$ cat src/rtl/clk_div_monitor.sv
// Measures period and high time of a divided clock sampled in the clk domain and
// flags sticky period/duty/stuck errors. Define CLK_MON_STATS_EN for min/max period tracking.
module clk_div_monitor #(
  parameter int CNT_W       = 8,
  parameter int SYNC_STAGES = 2,
  parameter int TOL         = 1,
  parameter int TIMEOUT     = 255
) (
  input  logic             clk,
  input  logic             rst,
  input  logic             en,
  input  logic             clr,
  input  logic [CNT_W-1:0] exp_period,
  input  logic [CNT_W-1:0] exp_high,
  input  logic             clk_div_in,
  output logic [CNT_W-1:0] meas_period,
  output logic [CNT_W-1:0] meas_high,
  output logic             meas_valid,
  output logic             err_period,
  output logic             err_duty,
  output logic             err_stuck,
  output logic             stuck_level
`ifdef CLK_MON_STATS_EN
  ,
  output logic [CNT_W-1:0] min_period,
  output logic [CNT_W-1:0] max_period
`endif
);

  typedef enum logic [1:0] {IDLE, ARM, HIGH, LOW} state_t;

  localparam logic [CNT_W-1:0] CNT_ALL    = {CNT_W{1'b1}};
  localparam logic [CNT_W-1:0] CNT_ONE    = CNT_W'(1);
  localparam logic [CNT_W-1:0] TIMEOUT_M1 = CNT_W'(TIMEOUT - 1);
  localparam logic [CNT_W:0]   TOL_V      = (CNT_W + 1)'(TOL);

  state_t             state_q;
  state_t             state_d;
  logic [SYNC_STAGES-1:0] sync_q;
  logic               s;
  logic               s_d;
  logic               rise;
  logic               fall;
  logic               active;
  logic               timeout;
  logic [CNT_W-1:0]   per_cnt;
  logic [CNT_W-1:0]   hi_len;
  logic [CNT_W-1:0]   idle_cnt;
  logic               start_period;
  logic               capture;
  logic               hi_capture;
  logic               count;
  logic               clear_cnt;
  logic               per_bad;
  logic               hi_bad;

  function automatic logic [CNT_W:0] abs_diff(input logic [CNT_W-1:0] a,
                                              input logic [CNT_W-1:0] b);
    logic [CNT_W:0] ax;
    logic [CNT_W:0] bx;
    ax = {1'b0, a};
    bx = {1'b0, b};
    return (ax >= bx) ? (ax - bx) : (bx - ax);
  endfunction

  // clk_div_in is asynchronous to us; only the last stage and its delayed copy are used
  always_ff @(posedge clk) begin
    if (rst) begin
      sync_q <= '0;
      s_d    <= 1'b0;
    end else begin
      sync_q <= {sync_q[SYNC_STAGES-2:0], clk_div_in};
      s_d    <= s;
    end
  end

  assign s       = sync_q[SYNC_STAGES-1];
  assign rise    = s & ~s_d;
  assign fall    = ~s & s_d;
  assign active  = en && (state_q != IDLE);
  assign timeout = active && !rise && !fall && (idle_cnt == TIMEOUT_M1);

  always_ff @(posedge clk) begin
    if (rst) state_q <= IDLE;
    else     state_q <= state_d;
  end

  always_comb begin
    state_d = state_q;
    if (!en) begin
      state_d = IDLE;
    end else if (timeout) begin
      state_d = ARM;
    end else begin
      case (state_q)
        IDLE:    state_d = ARM;
        ARM:     if (rise) state_d = HIGH;
        HIGH:    if (fall) state_d = LOW;
        LOW:     if (rise) state_d = HIGH;
        default: state_d = IDLE;
      endcase
    end
  end

  // A rise in ARM only starts counting; a rise in LOW also closes the period
  always_comb begin
    start_period = 1'b0;
    capture      = 1'b0;
    hi_capture   = 1'b0;
    count        = 1'b0;
    clear_cnt    = 1'b0;
    if (!en || timeout) begin
      clear_cnt = 1'b1;
    end else begin
      case (state_q)
        IDLE: clear_cnt = 1'b1;
        ARM:  start_period = rise;
        HIGH: begin
          count      = 1'b1;
          hi_capture = fall;
        end
        LOW: begin
          count        = 1'b1;
          start_period = rise;
          capture      = rise;
        end
        default: clear_cnt = 1'b1;
      endcase
    end
  end

  always_ff @(posedge clk) begin
    if (rst) begin
      per_cnt  <= '0;
      hi_len   <= '0;
      idle_cnt <= '0;
    end else begin
      if (clear_cnt)                          per_cnt <= '0;
      else if (start_period)                  per_cnt <= CNT_ONE;
      else if (count && (per_cnt != CNT_ALL)) per_cnt <= per_cnt + CNT_ONE;

      if (clear_cnt)       hi_len <= '0;
      else if (hi_capture) hi_len <= per_cnt;

      if (!active || rise || fall || timeout) idle_cnt <= '0;
      else                                    idle_cnt <= idle_cnt + CNT_ONE;
    end
  end

  assign per_bad = abs_diff(per_cnt, exp_period) > TOL_V;
  assign hi_bad  = abs_diff(hi_len, exp_high) > TOL_V;

  // Error flags are judged on the values being captured, so a set beats a same-cycle clr
  always_ff @(posedge clk) begin
    if (rst) begin
      meas_period <= '0;
      meas_high   <= '0;
      meas_valid  <= 1'b0;
      err_period  <= 1'b0;
      err_duty    <= 1'b0;
      err_stuck   <= 1'b0;
      stuck_level <= 1'b0;
    end else begin
      meas_valid <= capture;
      if (capture) begin
        meas_period <= per_cnt;
        meas_high   <= hi_len;
      end

      if (capture && per_bad) err_period <= 1'b1;
      else if (clr)           err_period <= 1'b0;

      if (capture && hi_bad)  err_duty <= 1'b1;
      else if (clr)           err_duty <= 1'b0;

      if (timeout)            err_stuck <= 1'b1;
      else if (clr)           err_stuck <= 1'b0;

      if (timeout)            stuck_level <= s;
    end
  end

`ifdef CLK_MON_STATS_EN
  logic [CNT_W-1:0] min_base;
  logic [CNT_W-1:0] max_base;

  assign min_base = clr ? CNT_ALL : min_period;
  assign max_base = clr ? '0 : max_period;

  always_ff @(posedge clk) begin
    if (rst) begin
      min_period <= CNT_ALL;
      max_period <= '0;
    end else if (capture) begin
      min_period <= (per_cnt < min_base) ? per_cnt : min_base;
      max_period <= (per_cnt > max_base) ? per_cnt : max_base;
    end else begin
      min_period <= min_base;
      max_period <= max_base;
    end
  end
`endif

endmodule

$ cat config.mk
export PLATFORM = sky130hd
export DESIGN_NAME = clk_div_monitor
export DESIGN_NICKNAME = d
export VERILOG_FILES = /design/src/rtl/clk_div_monitor.sv
export SDC_FILE = /design/constraint.sdc
export NUM_CORES = 1
export LEC_CHECK = 0
export ABC_AREA = 0
export CORE_UTILIZATION = 40
export DETAILED_ROUTE_END_ITERATION = 7
export GPL_TIMING_DRIVEN = 1
export PLACE_DENSITY_LB_ADDON = 0.08
export SLEW_MARGIN = 0
export SYNTH_ARGS = -nofsm -noshare
export SYNTH_HDL_FRONTEND = slang
export SYNTH_SLANG_ARGS = --single-unit
$ cat constraint.sdc
create_clock -name clk -period 4.1 [get_ports clk]
set_clock_uncertainty 0.05 [all_clocks]
set_input_delay 0.41 -clock clk [delete_from_list [all_inputs] [get_ports clk]]
set_output_delay 0.41 -clock clk [all_outputs]
set_load 0.02 [all_outputs]
[After elaboration in Yosys (flattened, before gate mapping)]
Index checks and enable logic that the tools add are counted.
Storage, ports and cells
  logic and storage cells: 91
  flip-flop bits (word level): 50
  bits of input ports: 21
Operators by class
  $lt $le $gt $ge: 4
  add/subtract/negate cells: 6
  multiplexer cells: 22
  reduce and logical (&&, ||, !) cells: 30
  bitwise logic cells: 5
  eq/ne operators: 9
Operator list (number)
  subtractor 8 x 8 -> 9 bit: 4
  greater-than comparator 9 x 1 -> 1 bit (second input constant): 2
  two-way mux 9 bit: 2
  two-way mux 1 bit: 17
  adder 8 x 1 -> 8 bit (second input constant): 2
  >= comparator 8 bit: 2
  nonzero test 2 bit: 5
  OR reduction 2 bit: 5
  equality test 8 bit (second input constant): 1
  inequality test 8 bit (second input constant): 1
  logical AND 1 bit: 7
  case mux 2 bit (3 select lines): 1
  OR reduction 3 bit: 2
  equality test 2 bit (second input constant): 2
  logical NOT 1 bit: 4
  logical OR 1 bit: 4
  two-way mux 2 bit: 2
  AND reduction 2 bit: 2
  inequality test 3 x 1 -> 1 bit (second input constant): 1
  inequality test 3 bit (second input constant): 1
  NOT 1 bit: 3
  AND 1 bit: 2
  equality test 2 x 1 -> 1 bit (second input constant): 1
  logical NOT 2 bit: 1
  2 further kinds: 2

[Logic depth before layout (Yosys ltp)]
Gate-level depths: netlist of run 1.
  depth in word-level cells: 11
  depth in mapped cells: 10
  depth with buffers taken out: 10

[Worst setup path before layout of run 1]
Ideal clock, no wire load.
  kind: input to register
  from: input port exp_high[2]
  to: register err_duty
  arrival: 1.958 ns
  setup slack: 1.965 ns
  library setup time: 0.126 ns
  required time: 3.924 ns
  stages on the path: 10
  buffers on the path: 1
  cells stage by stage: inv_1 -> ha_1 -> buf_6 -> nor2b_4 -> o21a_1 -> o21ai_0 -> mux2i_1 -> o2111ai_1 -> o211ai_1 -> nand3_1
On the way
  cells in the longest elaborated chain, start to end: 5
RTL lines
  start: declaration: line 14  | input logic [CNT_W-1:0] exp_high,
  subtractor 8 x 8 -> 9 bit / >= comparator 8 bit (equally long branches): line 63  | return (ax >= bx) ? (ax - bx) : (bx - ax);
  two-way mux 9 bit (*): line 63
  greater-than comparator 9 x 1 -> 1 bit (*): line 151  | assign hi_bad = abs_diff(hi_len, exp_high) > TOL_V;
  logical AND 1 bit (*): line 173  | if (capture && hi_bad) err_duty <= 1'b1;
  two-way mux 1 bit / nonzero test 2 bit (equally long branches)
  end signal: assignment: line 160  | err_duty <= 1'b0;
  end signal: assignment: line 173
  end signal: assignment: line 174  | else if (clr) err_duty <= 1'b0;
  end: declaration: line 20  | output logic err_duty,
Every way passes the cells marked *; elsewhere a longest branch is shown, timed or not.
A chain may end at the register's enable or synchronous reset.

[Worst setup path after layout of run 1]
  from: register per_cnt[0]
  to: register err_period
On the way
  cells in the longest elaborated chain, start to end: 5
RTL lines
  start: declaration: line 46  | logic [CNT_W-1:0] per_cnt;
  start signal: assignment: line 140  | else if (count && (per_cnt != CNT_ALL)) per_cnt <= per_cnt + CNT_ONE;
  subtractor 8 x 8 -> 9 bit / >= comparator 8 bit (equally long branches): line 63
  two-way mux 9 bit (*): line 63
  greater-than comparator 9 x 1 -> 1 bit (*): line 150  | assign per_bad = abs_diff(per_cnt, exp_period) > TOL_V;
  logical AND 1 bit (*): line 170  | if (capture && per_bad) err_period <= 1'b1;
  two-way mux 1 bit / nonzero test 2 bit (equally long branches)
  end signal: assignment: line 159  | err_period <= 1'b0;
  end signal: assignment: line 170
  end signal: assignment: line 171  | else if (clr) err_period <= 1'b0;
  end: declaration: line 19  | output logic err_period,
Marks and branches as above.

==> metrics, run 1 <==
CP max stage delay 0.53 ns; EDFF count, synth 0; CP bufs+invs 2; WS Path Type reg -> reg; critical path's most frequent cell inv_1; commonest cells after routing, fill and taps aside dfxtp_1, nor2_1, nand2_1, inv_1, clkdlybuf4s50_1; Antenna diodes 0; Final ANT Viol Nets 0; io pins 42; NetSw 244 uW; Pre-Repair DR Iteration Count 6; crit end category flip-flop; maximum clock rate 393 MHz; first-pass GRT wire length 13800 um; die height 95.9 um; nets 533; Hold Crit Class reg -> reg; Cell Int Power 729 uW; M1 WL 4000 um; post-CTS repair timing setup buffer count 0; Residual DRC 0; Starting Density 42.0%; CTS tree built; GRT Total Usage 19.3%; Worst slew margin 44.8%; clk buf depth 2; Cell Chain, Critical Path inv_1, ha_1, fa_1, inv_1, a21oi_1, o311ai_0, o2111ai_1, o41ai_2, a31oi_1; worst path arrival time 2.68 ns; RePlAce Congestion 0.907; Area Growth Syn to Fin 16.8%; sequential area share after synthesis 28.4%; initial drt markers 75; I/O Buffers 41; Cell variety after synth 58; vias post-DR 3066; Synth Instances 438; RSZ-0062 raised after global routing no; #FFs+latches synth 50; largest net degree at the start of global routing 19; WL/cell 14.5 um; asr flop ratio synth 0%; vias in the first global route 2952; Startpoint Class flip-flop; delay-heaviest family, CP compound AO/OA/AOI/OAI gates; commonest non-fill, non-tap cell in the layout dfxtp_1; drt total wl 8400 um; total power 973 uW; metal2 WL 3980 um; synthesized area per cell 8.04 sq um; final period utilization 62.0%; Post-CTS Hold Buffers 0; Slew @ Worst Pin 0.825 ns; Vias/cell 5.30; Sum Neg Setup Slack 0 ns; Pwr Density 236 nW/um^2; num rows 33; post-CTS sizing 0; Root Driver clkbuf_8; initial antenna violation count 0; sum of net half-perimeters after detailed placement 6550 um; Yosys warnings 0; metal3 WL 296 um; Peak VDD IR 134 uV; leakage 1.55 nW; Core Box Area 8380 sq um; synthesized area 3520 sq um; Switching Share 25.1%; Max stage delay cell, worst path dfxtp_1; minimum clock period 2.54 ns; CP Data Required Time 4.24 ns; CTS buffer count 5; final hold vios 0; Clock Latency Late Sink 0.30 ns; clock power share 36.5%; H-tree depth 2; Post-Syn Nets 498; crit-path max FO 6; Flop pwr share 50.3%; prevailing post-synth register cell dfxtp_1; Gate power share 13.1%; run status completed; Final setup viols 0; Slew Viols, Final 0; Worst-path clk slew 0.10 ns; die width 95.9 um; share of layout cells above drive strength 1 5.27%; DR top layer met4; total gr overflow 0; Max Cap Viol 0; CTS sink count 50; die area 9190 sq um
==> power by group through the flow <==
stage	registers (mW)	clock network (mW)	logic [mW]
after floorplan	0.500	0	0.0843
after global placement	0.501	0	0.127
after detailed placement	0.501	0	0.127
after CTS	0.490	0.363	0.127
after global routing	0.490	0.376	0.142
final	0.490	0.355	0.128
==> flip-flops by register name (all words and copies together) (netlist names) <==
signal       cells
err_duty         1
err_period       1
err_stuck        1
hi_len           8
idle_cnt         8
meas_high        8
meas_period      8
meas_valid       1
per_cnt          8
s_d              1
state_q          2
stuck_level      1
sync_q           2
==> tightest hold or removal path, stage by stage (launching register included) <==
cell and delay (ns):
dfxtp_1 0.32, nand2_1 0.05, a21oi_1 0.05
==> cells in the mapped netlist, types with 5 or more instances <==
cell type,number,area (sq um)
and3_1,5,31.3
nor2b_1,10,62.6
buf_2,6,30.0
o2111ai_1,5,43.8
nand2_1,44,165
mux2i_1,10,100
nor2_1,46,173
clkbuf_1,7,26.3
xnor2_1,13,114
dfxtp_1,50,1000
a21o_1,5,37.5
nor3_1,5,25.0
nand3_1,7,35.0
nand2b_1,19,119
a21oi_1,38,190
nand4_1,7,43.8
ha_1,35,438
o21ai_0,19,95.1
xor2_1,9,78.8
inv_1,43,161
==> kinds of logic after synthesis <==
family,after synthesis,share of synthesized area [%]
xor+xnor,22,5.47
buf+inv,57,6.50
compound gates,94,18.0
fa+ha+maj,39,14.7
simple gates,165,23.7
flops,50,28.4
mux,11,3.16
==> worst paths after layout <==
check               start      endpoint  cells past startpoint  slack [ns]
max            per_cnt[0]    err_period                      9        1.56
min          meas_high[5]  meas_high[5]                      2        0.41
max reg2reg    per_cnt[0]    err_period                      9        1.56
min reg2reg  meas_high[5]  meas_high[5]                      2        0.41
==> metal layers <==
metal  global-route usage (%)  vias to the layer above
li1                         -                     1561
met1                     25.1                     1432
met2                     33.4                       62
met3                     2.45                       11
met4                     5.47                        0
met5                        0                        -
==> per-stage QoR <==
step	hold WS (ns)	setup WS, ns	cell area [sq um]	instances	utilization [%]
after global routing	0.428	1.34	4120	579	49.1
final	0.409	1.56	4120	579	49.1
after CTS	0.412	1.59	4120	579	49.1
after detailed placement	0.394	1.31	4010	571	47.8
after floorplan	0.364	1.97	3520	438	-
after global placement	0.391	1.33	4010	571	47.8
==> cell type report <==
cell class / instances / area [sq um]
clock buffer: 6 / 72.6
fill: 836 / 4270
inverter: 43 / 161
timing repair buffer: 42 / 418
tap: 105 / 131
sequential: 50 / 1000
multi-input combinational: 331 / 2290
clock inverter: 2 / 37.5
No activity file was read; power rests on OpenSTA's default activity.
==> run 2: changes to the inputs <==
clock period = 2.2 ns   (was 4.1 ns; I/O delays follow)
==> run 2 against run 1 <==
Hold slack barely moved. Global-route usage rose by 1.7 points. Maximum frequency rose by 18%. Clock power rose by 88%. Routed wire length rose by 10%. Combinational power rose to 2.5 times the previous value. Non-clock buffer count rose by 71. Via count rose by 6.8%. Sequential share of layout area fell by 3.4 points. Critical path type unchanged. Critical endpoint unchanged. Largest power group unchanged.
==> metrics, run 2 (same netlist as run 1, synthesis figures left out) <==
crit-path max FO 2; CTS sink count 50; io pins 42; maximum clock rate 464 MHz; Core Box Area 8380 sq um; Max Cap Viol 0; die height 95.9 um; Clock Latency Late Sink 0.30 ns; final period utilization 98.0%; die width 95.9 um; CP max stage delay 0.52 ns; initial drt markers 97; CP bufs+invs 1; delay-heaviest family, CP adder cells; Vias/cell 5.04; Area Growth Syn to Fin 36.0%; minimum clock period 2.16 ns; nets 604; Multi-input gate area 2430 sq um; drt total wl 9240 um; Worst slew margin 65.3%; RSZ-0062 raised after global routing yes; Final ANT Viol Nets 0; Residual DRC 0; largest net degree at the start of global routing 17; clk buf depth 2; FF/Latch Area 1000 sq um; CTS buffer count 5; Final setup viols 0; worst path arrival time 2.29 ns; vias post-DR 3273; leakage 1.93 nW; initial antenna violation count 0; die area 9190 sq um; Starting Density 42.0%; commonest cells after routing, fill and taps aside buf_4, dfxtp_1, nor2_1, nand2_1, inv_1; Final WS setup 0.0431 ns; total gr overflow 0; Antenna diodes 0; total power 1.90 mW; Hold Crit Class reg -> reg; Post-CTS Hold Buffers 0; vias in the first global route 3227; RePlAce Congestion 0.859; GRT Total Usage 21.0%; final hold vios 0; Peak VDD IR 327 uV; Slew @ Worst Pin 0.518 ns; CTS tree built; Startpoint Class flip-flop; Slew Viols, Final 0; sum of net half-perimeters after detailed placement 7300 um; commonest non-fill, non-tap cell in the layout buf_4; Root Driver clkbuf_8; Pre-Repair DR Iteration Count 4; Pwr Density 397 nW/um^2; WS Path Type reg -> reg; num rows 33; run status completed; crit end category flip-flop; fillers 783; Cell Chain, Critical Path inv_2, ha_4, fa_2, o221ai_2, nor4_1, o2111ai_1, o41ai_2, a31oi_1; WL/cell 14.2 um; first-pass GRT wire length 14900 um; H-tree depth 2; Max stage delay cell, worst path fa_2; I/O Buffers 41; pre-CTS setup slack -0.347 ns; share of layout cells above drive strength 1 22.9%; Worst-path clk slew 0.10 ns; CP Data Required Time 2.34 ns
[run 2: layer usage]
layer	up-vias	share of wire, %	global-route usage (%)
li1	1695	-	-
met1	1522	47	26.7
met2	50	49	37.9
met3	6	2.7	2.76
met4	0	0.73	3.86
met5	-	0	0
[run 2: timing repair]
| action | CTS | global route |
|---|---|---|
| buffers inserted | 1 | 2 |
| hold endpoints to repair | 0 | 0 |
| pin swaps | 6 | 14 |
| endpoints found under the setup margin | 2 | 2 |
| resized for setup | 8 | 28 |
| cloned | 0 | 0 |
[run 2: area by class of cell]
type / instances / area share [%]
clock buffer: 5 / 1.44
timing repair buffer: 113 / 19.9
multi-input combinational: 331 / 50.7
clock inverter: 3 / 0.914
sequential: 50 / 20.9
tap: 105 / 2.74
inverter: 43 / 3.37
[run 2: worst register-to-register path: cells and delay by family, from the launching register on]
family / cells / cell delay, ns
flops: 1 / 0.35
compound gates: 4 / 0.64
buf+inv: 1 / 0.06
simple gates: 1 / 0.27
fa+ha+maj: 2 / 0.69
[run 2: worst paths after layout]
check | to | slack (ns) | from | cells past startpoint
hold reg to reg | stuck_level | 0.41 | stuck_level | 2
hold / removal | stuck_level | 0.41 | stuck_level | 2
setup / recovery | err_period | 0.04 | per_cnt[0] | 8
setup reg to reg | err_period | 0.04 | per_cnt[0] | 8
[run 2: per-stage QoR]
stage	util, %	cell area, sq um	hold slack, ns	instances	TNS, ns
2_1_floorplan	-	3520	0.298	438	0
3_3_place_gp	53.9	4520	0.394	639	-0.596
3_5_place_dp	53.9	4520	0.379	639	-0.655
4_1_cts	55.5	4650	0.409	648	0
5_1_grt	57.2	4790	0.422	650	-0.141
6_report	57.2	4790	0.409	650	0
[run 2: power breakdown]
part | switching, mW | internal (mW) | total, mW
combinational | 0.157 | 0.163 | 0.320
clock | 0.327 | 0.341 | 0.669
sequential | 0.00412 | 0.908 | 0.912
